[src/rtl/alu_sequencer.sv]
`default_nettype none
// ============================================================================
// Module   : alu_sequencer
// Brief    : Start/Done controller in front of the ALU; runs single-cycle ops
//            through the ALU and performs DIV as a WIDTH-step restoring divider.
// Revision : 1.0 - initial release
// ============================================================================
module alu_sequencer #(
  parameter int WIDTH = 16
) (
  input  logic             Clk,
  input  logic             Reset,
  input  logic             Start,
  input  logic [2:0]       OP,
  input  logic [WIDTH-1:0] InputA,
  input  logic [WIDTH-1:0] InputB,
  output logic             Busy,
  output logic             Done,
  output logic [WIDTH-1:0] Out1,
  output logic [WIDTH-1:0] Out2,
  output logic             Zero,
  output logic             DivByZero,
  output logic [WIDTH-1:0] AluA,
  output logic [WIDTH-1:0] AluB,
  output logic [2:0]       AluOp,
  input  logic [WIDTH-1:0] AluOut1
);

  localparam int         c_CW       = $clog2(WIDTH);
  localparam logic [2:0] c_OP_ADD   = 3'b010;
  localparam logic [2:0] c_OP_DIV   = 3'b101;
  localparam logic [2:0] c_OP_SHL   = 3'b110;
  localparam logic [c_CW-1:0] c_CNT_LAST = c_CW'(WIDTH - 1);

  typedef enum logic [1:0] {
    S_IDLE = 2'd0,
    S_EXEC = 2'd1,
    S_DIV  = 2'd2,
    S_DONE = 2'd3
  } state_t;

  state_t            r_state;
  state_t            state_next;
  logic [2:0]        r_op;
  logic [WIDTH-1:0]  r_a;
  logic [WIDTH-1:0]  r_b;
  logic [c_CW-1:0]   r_cnt;
  logic [WIDTH-1:0]  r_rem;
  logic [WIDTH-1:0]  r_d;
  logic [WIDTH-1:0]  r_q;
  logic [WIDTH-1:0]  r_out1;
  logic [WIDTH-1:0]  r_out2;
  logic              r_zero;
  logic              r_dbz;

  logic              w_op_valid;
  logic [WIDTH:0]    w_rshift;
  logic              w_ge;
  logic [WIDTH-1:0]  w_rnext;
  logic [WIDTH-1:0]  w_qnext;

  assign w_op_valid = (r_op >= c_OP_ADD) && (r_op <= c_OP_SHL);

  // One restoring step. The remainder stays below the divisor, so the
  // subtracted value always fits back into WIDTH bits.
  assign w_rshift = {r_rem, r_d[WIDTH-1]};
  assign w_ge     = (w_rshift >= {1'b0, r_b});
  assign w_rnext  = w_ge ? (w_rshift[WIDTH-1:0] - r_b) : w_rshift[WIDTH-1:0];
  assign w_qnext  = {r_q[WIDTH-2:0], w_ge};

  always_ff @(posedge Clk) begin
    if (Reset) begin
      r_state <= S_IDLE;
    end else begin
      r_state <= state_next;
    end
  end

  always_comb begin
    state_next = r_state;
    Busy       = 1'b1;
    Done       = 1'b0;
    AluOp      = 3'b000;
    case (r_state)
      S_IDLE: begin
        Busy = 1'b0;
        if (Start) begin
          state_next = ((OP == c_OP_DIV) && (InputB != '0)) ? S_DIV : S_EXEC;
        end
      end
      S_EXEC: begin
        if (w_op_valid) begin
          AluOp = r_op;
        end
        state_next = S_DONE;
      end
      S_DIV: begin
        if (r_cnt == c_CNT_LAST) begin
          state_next = S_DONE;
        end
      end
      S_DONE: begin
        Done       = 1'b1;
        state_next = S_IDLE;
      end
      default: state_next = S_IDLE;
    endcase
  end

  always_ff @(posedge Clk) begin
    if (Reset) begin
      r_op   <= 3'b000;
      r_a    <= '0;
      r_b    <= '0;
      r_cnt  <= '0;
      r_rem  <= '0;
      r_d    <= '0;
      r_q    <= '0;
      r_out1 <= '0;
      r_out2 <= '0;
      r_zero <= 1'b1;
      r_dbz  <= 1'b0;
    end else begin
      case (r_state)
        S_IDLE: begin
          if (Start) begin
            r_op  <= OP;
            r_a   <= InputA;
            r_b   <= InputB;
            r_cnt <= '0;
            r_rem <= '0;
            r_d   <= InputA;
            r_q   <= '0;
          end
        end
        S_EXEC: begin
          // DIV only reaches EXEC when the divisor is zero.
          if (r_op == c_OP_DIV) begin
            r_out1 <= '1;
            r_out2 <= r_a;
            r_zero <= 1'b0;
            r_dbz  <= 1'b1;
          end else if (w_op_valid) begin
            r_out1 <= AluOut1;
            r_out2 <= '0;
            r_zero <= (AluOut1 == '0);
            r_dbz  <= 1'b0;
          end else begin
            r_out1 <= '0;
            r_out2 <= '0;
            r_zero <= 1'b1;
            r_dbz  <= 1'b0;
          end
        end
        S_DIV: begin
          r_rem <= w_rnext;
          r_d   <= {r_d[WIDTH-2:0], 1'b0};
          r_q   <= w_qnext;
          r_cnt <= r_cnt + 1'b1;
          if (r_cnt == c_CNT_LAST) begin
            r_out1 <= w_qnext;
            r_out2 <= w_rnext;
            r_zero <= (w_qnext == '0);
            r_dbz  <= 1'b0;
          end
        end
        default: ;
      endcase
    end
  end

  assign Out1      = r_out1;
  assign Out2      = r_out2;
  assign Zero      = r_zero;
  assign DivByZero = r_dbz;
  assign AluA      = r_a;
  assign AluB      = r_b;

endmodule
`default_nettype wire

[config.mk]
export PLATFORM = sky130hd
export DESIGN_NAME = alu_sequencer
export DESIGN_NICKNAME = d
export VERILOG_FILES = /design/src/rtl/alu_sequencer.sv
export SDC_FILE = /design/constraint.sdc
export NUM_CORES = 1
export LEC_CHECK = 0
export ABC_AREA = 1
export ABC_CLOCK_PERIOD_IN_PS = 2900
export CORE_MARGIN = 8
export CORE_UTILIZATION = 41
export DETAILED_ROUTE_END_ITERATION = 8
export GPL_ROUTABILITY_DRIVEN = 0
export GPL_TIMING_DRIVEN = 0
export MAX_ROUTING_LAYER = met4
export PLACE_DENSITY = 0.74
export SYNTH_ARGS = -nofsm -noshare
export SYNTH_HDL_FRONTEND = slang
export SYNTH_SLANG_ARGS = --single-unit
[constraint.sdc]
create_clock -name Clk -period 2.9 [get_ports Clk]
set_input_delay 0.58 -clock Clk [delete_from_list [all_inputs] [get_ports Clk]]
set_output_delay 0.58 -clock Clk [all_outputs]
set_load 0.02 [all_outputs]
==> implementation parameters <==
Parameter                              Value

GRT
  Maximum number of pins on one net before global-route repair    17
  Antenna violations before repair    0
  Number of global-route vias before repair    6,536
  Final global-route overflow total    0
  First-pass GRT wire length    34.4 mm
  All-Layer GR Usage    0.227

Synthesis
  Share of synthesized registers carrying an async set or reset    0
  Total number of yosys warnings    0
  Mapped Avg Cell Area    7.02 µm²
  Post-synthesis cell area    6360 µm²
  Dominant synthesized flop cell    sky130_fd_sc_hd__dfxtp_1
  Synthesized netlist cell count    906
  Share of the yosys chip area belonging to registers    0.384
  Syn_nets    982
  Number of synthesized flops with an enable pin    0
  Number of library cell types mapped by synthesis    38
  Number of flip-flops and latches in the synthesized netlist    122

Clocking
  Root buffer selected by CTS    sky130_fd_sc_hd__clkbuf_16
  Cells resized by post-CTS repair    0
  Worst-skew pair later-pin latency    0.43 ns
  Hold bufs inserted after CTS    0
  H-tree depth    4
  Clock buffers created by TritonCTS    17
  Clock tree from TritonCTS    yes
  Clk sink count    122
  Post-CTS clock slew at the launch and capture registers of the worst setup and hold paths    0.06 ns
  Postcts setup bufs    0
  Maximum buffer depth of the clock tree    2

Floorplan
  Floorplan row count    45
  Initial cell density of the core    0.418
  Horizontal extent of the die    141 µm
  Die height    141 µm
  Die footprint    19,800 µm²
  Area of the core    15,200 µm²
  Number of top-level design ports    125

Job
  Count of maximum capacitance violations    0

Critical path
  Crit path capture type    primary output
  CP Data Required Time    2.32 ns
  Crit Path Class    reg2out
  Launch instance of the worst register-to-register path    r_state[0]$_SDFFE_PP0P_
  Crit Path Max Fanout    5
  Arr. time, crit path    2.20 ns
  CP Launch Point    r_state[0]$_SDFFE_PP0P_
  Nature of the critical path startpoint    register

STA
  Max transition margin    0.533
  Pin slew with the least headroom to its limit    0.700 ns
  Post-route setup TNS    0 ns
  Final critical-path required period    2.78 ns
  Final setup violation count    0
  Unrepaired setup endpoints after global routing    no
  Max Transition Viols Final    0
  Timing-limited maximum frequency    360 MHz
  Final period util    0.959
  Number of hold violations in the final report    0
  Worst clock skew    0.0136 ns

Detailed routing
  Via count normalized by instance count    5.49
  DRC violation count after routing    0
  Drt pass-1 iters    5
  Post-detailed-route count of antenna-violating nets    0
  Count of vias placed by the detailed router    6,860
  Routed WL per cell    17.8 µm
  Initial DRC Count    660
  Final wirelength    22.2 mm

Placement
  HPWL Detailed    16.7 mm
  Number of input and output port buffers inserted    124
  Instance area after placement    7840 µm²

Final layout
  Area growth from synthesis to layout    32.8%
  Net count of the finished layout    1,125
  Final design utilization    0.556
  Final instance area    8450 µm²
  Layout cells sized above 1    0.0706
  # diodes    0

Worst hold path
  Hold path startpoint    r_d[0]$_SDFFE_PP0P_
  HP Class    reg2reg

Power
  Largest vdd supply drop    0.580 mV
  Power per standard cell area    1270 nW/µm²
  Leakage power    0.00339 µW

Status
  Run status    complete, no violations
[final cells by class]
type	count	area, µm²
well taps	188	235
multi-input cells	631	3310
repair buffers	124	1240
flip-flops and latches	122	2440
fillers	1464	6750
inverters	101	379
plain buffers	52	233
clock buffers	19	443
clock inverters	13	166
[routing by layer]
layer,wire (µm),GRT usage
met5,0,-
met4,692,0.0962
met3,1900,0.0523
met2,10000,0.354
met1,9580,0.278
[cell families after synthesis]
group | count (synthesis) | synth area share
AOI/OAI and AO/OA | 257 | 0.214
xor gates and xnor gates | 7 | 0.00964
adders and majority gates | 22 | 0.0445
buffers and inverters | 153 | 0.0962
DFF | 122 | 0.384
and+or+nand+nor | 345 | 0.252
[placed cells by master, fill, tap and decap left out, types with 3 or more instances in the layout]
cell type / count
sky130_fd_sc_hd__nor2_2: 3
sky130_fd_sc_hd__clkinvlp_4: 3
sky130_fd_sc_hd__xnor2_1: 6
sky130_fd_sc_hd__nand2_1: 189
sky130_fd_sc_hd__buf_6: 3
sky130_fd_sc_hd__clkbuf_1: 33
sky130_fd_sc_hd__nand3_1: 43
sky130_fd_sc_hd__nand2_2: 5
sky130_fd_sc_hd__clkinv_4: 3
sky130_fd_sc_hd__ha_1: 21
sky130_fd_sc_hd__o21ai_0: 97
sky130_fd_sc_hd__nor2_1: 46
sky130_fd_sc_hd__buf_1: 7
sky130_fd_sc_hd__buf_2: 9
sky130_fd_sc_hd__o211ai_1: 16
sky130_fd_sc_hd__bufinv_16: 3
sky130_fd_sc_hd__nand3_2: 12
sky130_fd_sc_hd__nor4_1: 8
sky130_fd_sc_hd__clkdlybuf4s50_1: 123
sky130_fd_sc_hd__a31oi_1: 18
sky130_fd_sc_hd__nand3b_1: 3
sky130_fd_sc_hd__nor3_1: 3
sky130_fd_sc_hd__inv_1: 96
sky130_fd_sc_hd__a21oi_1: 122
sky130_fd_sc_hd__clkbuf_16: 17
sky130_fd_sc_hd__inv_2: 4
sky130_fd_sc_hd__nand4_1: 24
sky130_fd_sc_hd__dfxtp_1: 122
[stage by stage]
stage	std cells	hold slack, ns	worst slack [ns]	power (µW)
global placement	1218	0.451	0.369	8300
floorplan	906	0.441	0.912	6440
finish	1250	0.469	0.119	10700
detailed placement	1218	0.453	0.324	8390
global route	1250	0.478	0.0483	11400
CTS	1250	0.462	0.0441	10600
[final timing paths]
check | to | slack, ns | cells past startpoint
setup / recovery | AluOp[0] | 0.12 | 4
hold reg to reg | r_d[0]$_SDFFE_PP0P_ | 0.47 | 2
hold / removal | r_d[0]$_SDFFE_PP0P_ | 0.47 | 2
setup reg to reg | Out2[9]$_SDFFE_PP0P_ | 0.46 | 9
[cells in the mapped netlist, types with 12 or more instances]
cell                         n  area share
sky130_fd_sc_hd__a21oi_1   122       0.096
sky130_fd_sc_hd__a31oi_1    18       0.018
sky130_fd_sc_hd__clkbuf_1   32       0.019
sky130_fd_sc_hd__dfxtp_1   122        0.38
sky130_fd_sc_hd__ha_1       21       0.041
sky130_fd_sc_hd__inv_1      96       0.057
sky130_fd_sc_hd__nand2_1   189        0.11
sky130_fd_sc_hd__nand3_1    43       0.034
sky130_fd_sc_hd__nand3_2    12       0.019
sky130_fd_sc_hd__nand4_1    24       0.024
sky130_fd_sc_hd__nor2_1     46       0.027
sky130_fd_sc_hd__o211ai_1   16       0.019
sky130_fd_sc_hd__o21ai_0    97       0.076
[flip-flops by register name (all words and copies together), names as in the netlist]
name	flops
Zero	1
r_cnt	4
AluA	16
DivByZero	1
r_d	16
r_state	2
r_rem	16
r_q	15
r_op	3
Out1	16
Out2	16
AluB	16
[worst max-delay path, cell delays in order (launching register included)]
cell and delay, ns:
sky130_fd_sc_hd__dfxtp_1 0.39, sky130_fd_sc_hd__ha_1 0.32, sky130_fd_sc_hd__inv_1 0.13, sky130_fd_sc_hd__nor3_1 0.27, sky130_fd_sc_hd__clkdlybuf4s50_1 0.67
[power by group]
part / switching, µW / internal (µW)
registers: 351 / 2180
clock network: 831 / 1380
logic: 3880 / 2090
total: 5060 / 5650
No activity file was read; power rests on OpenSTA's default activity.
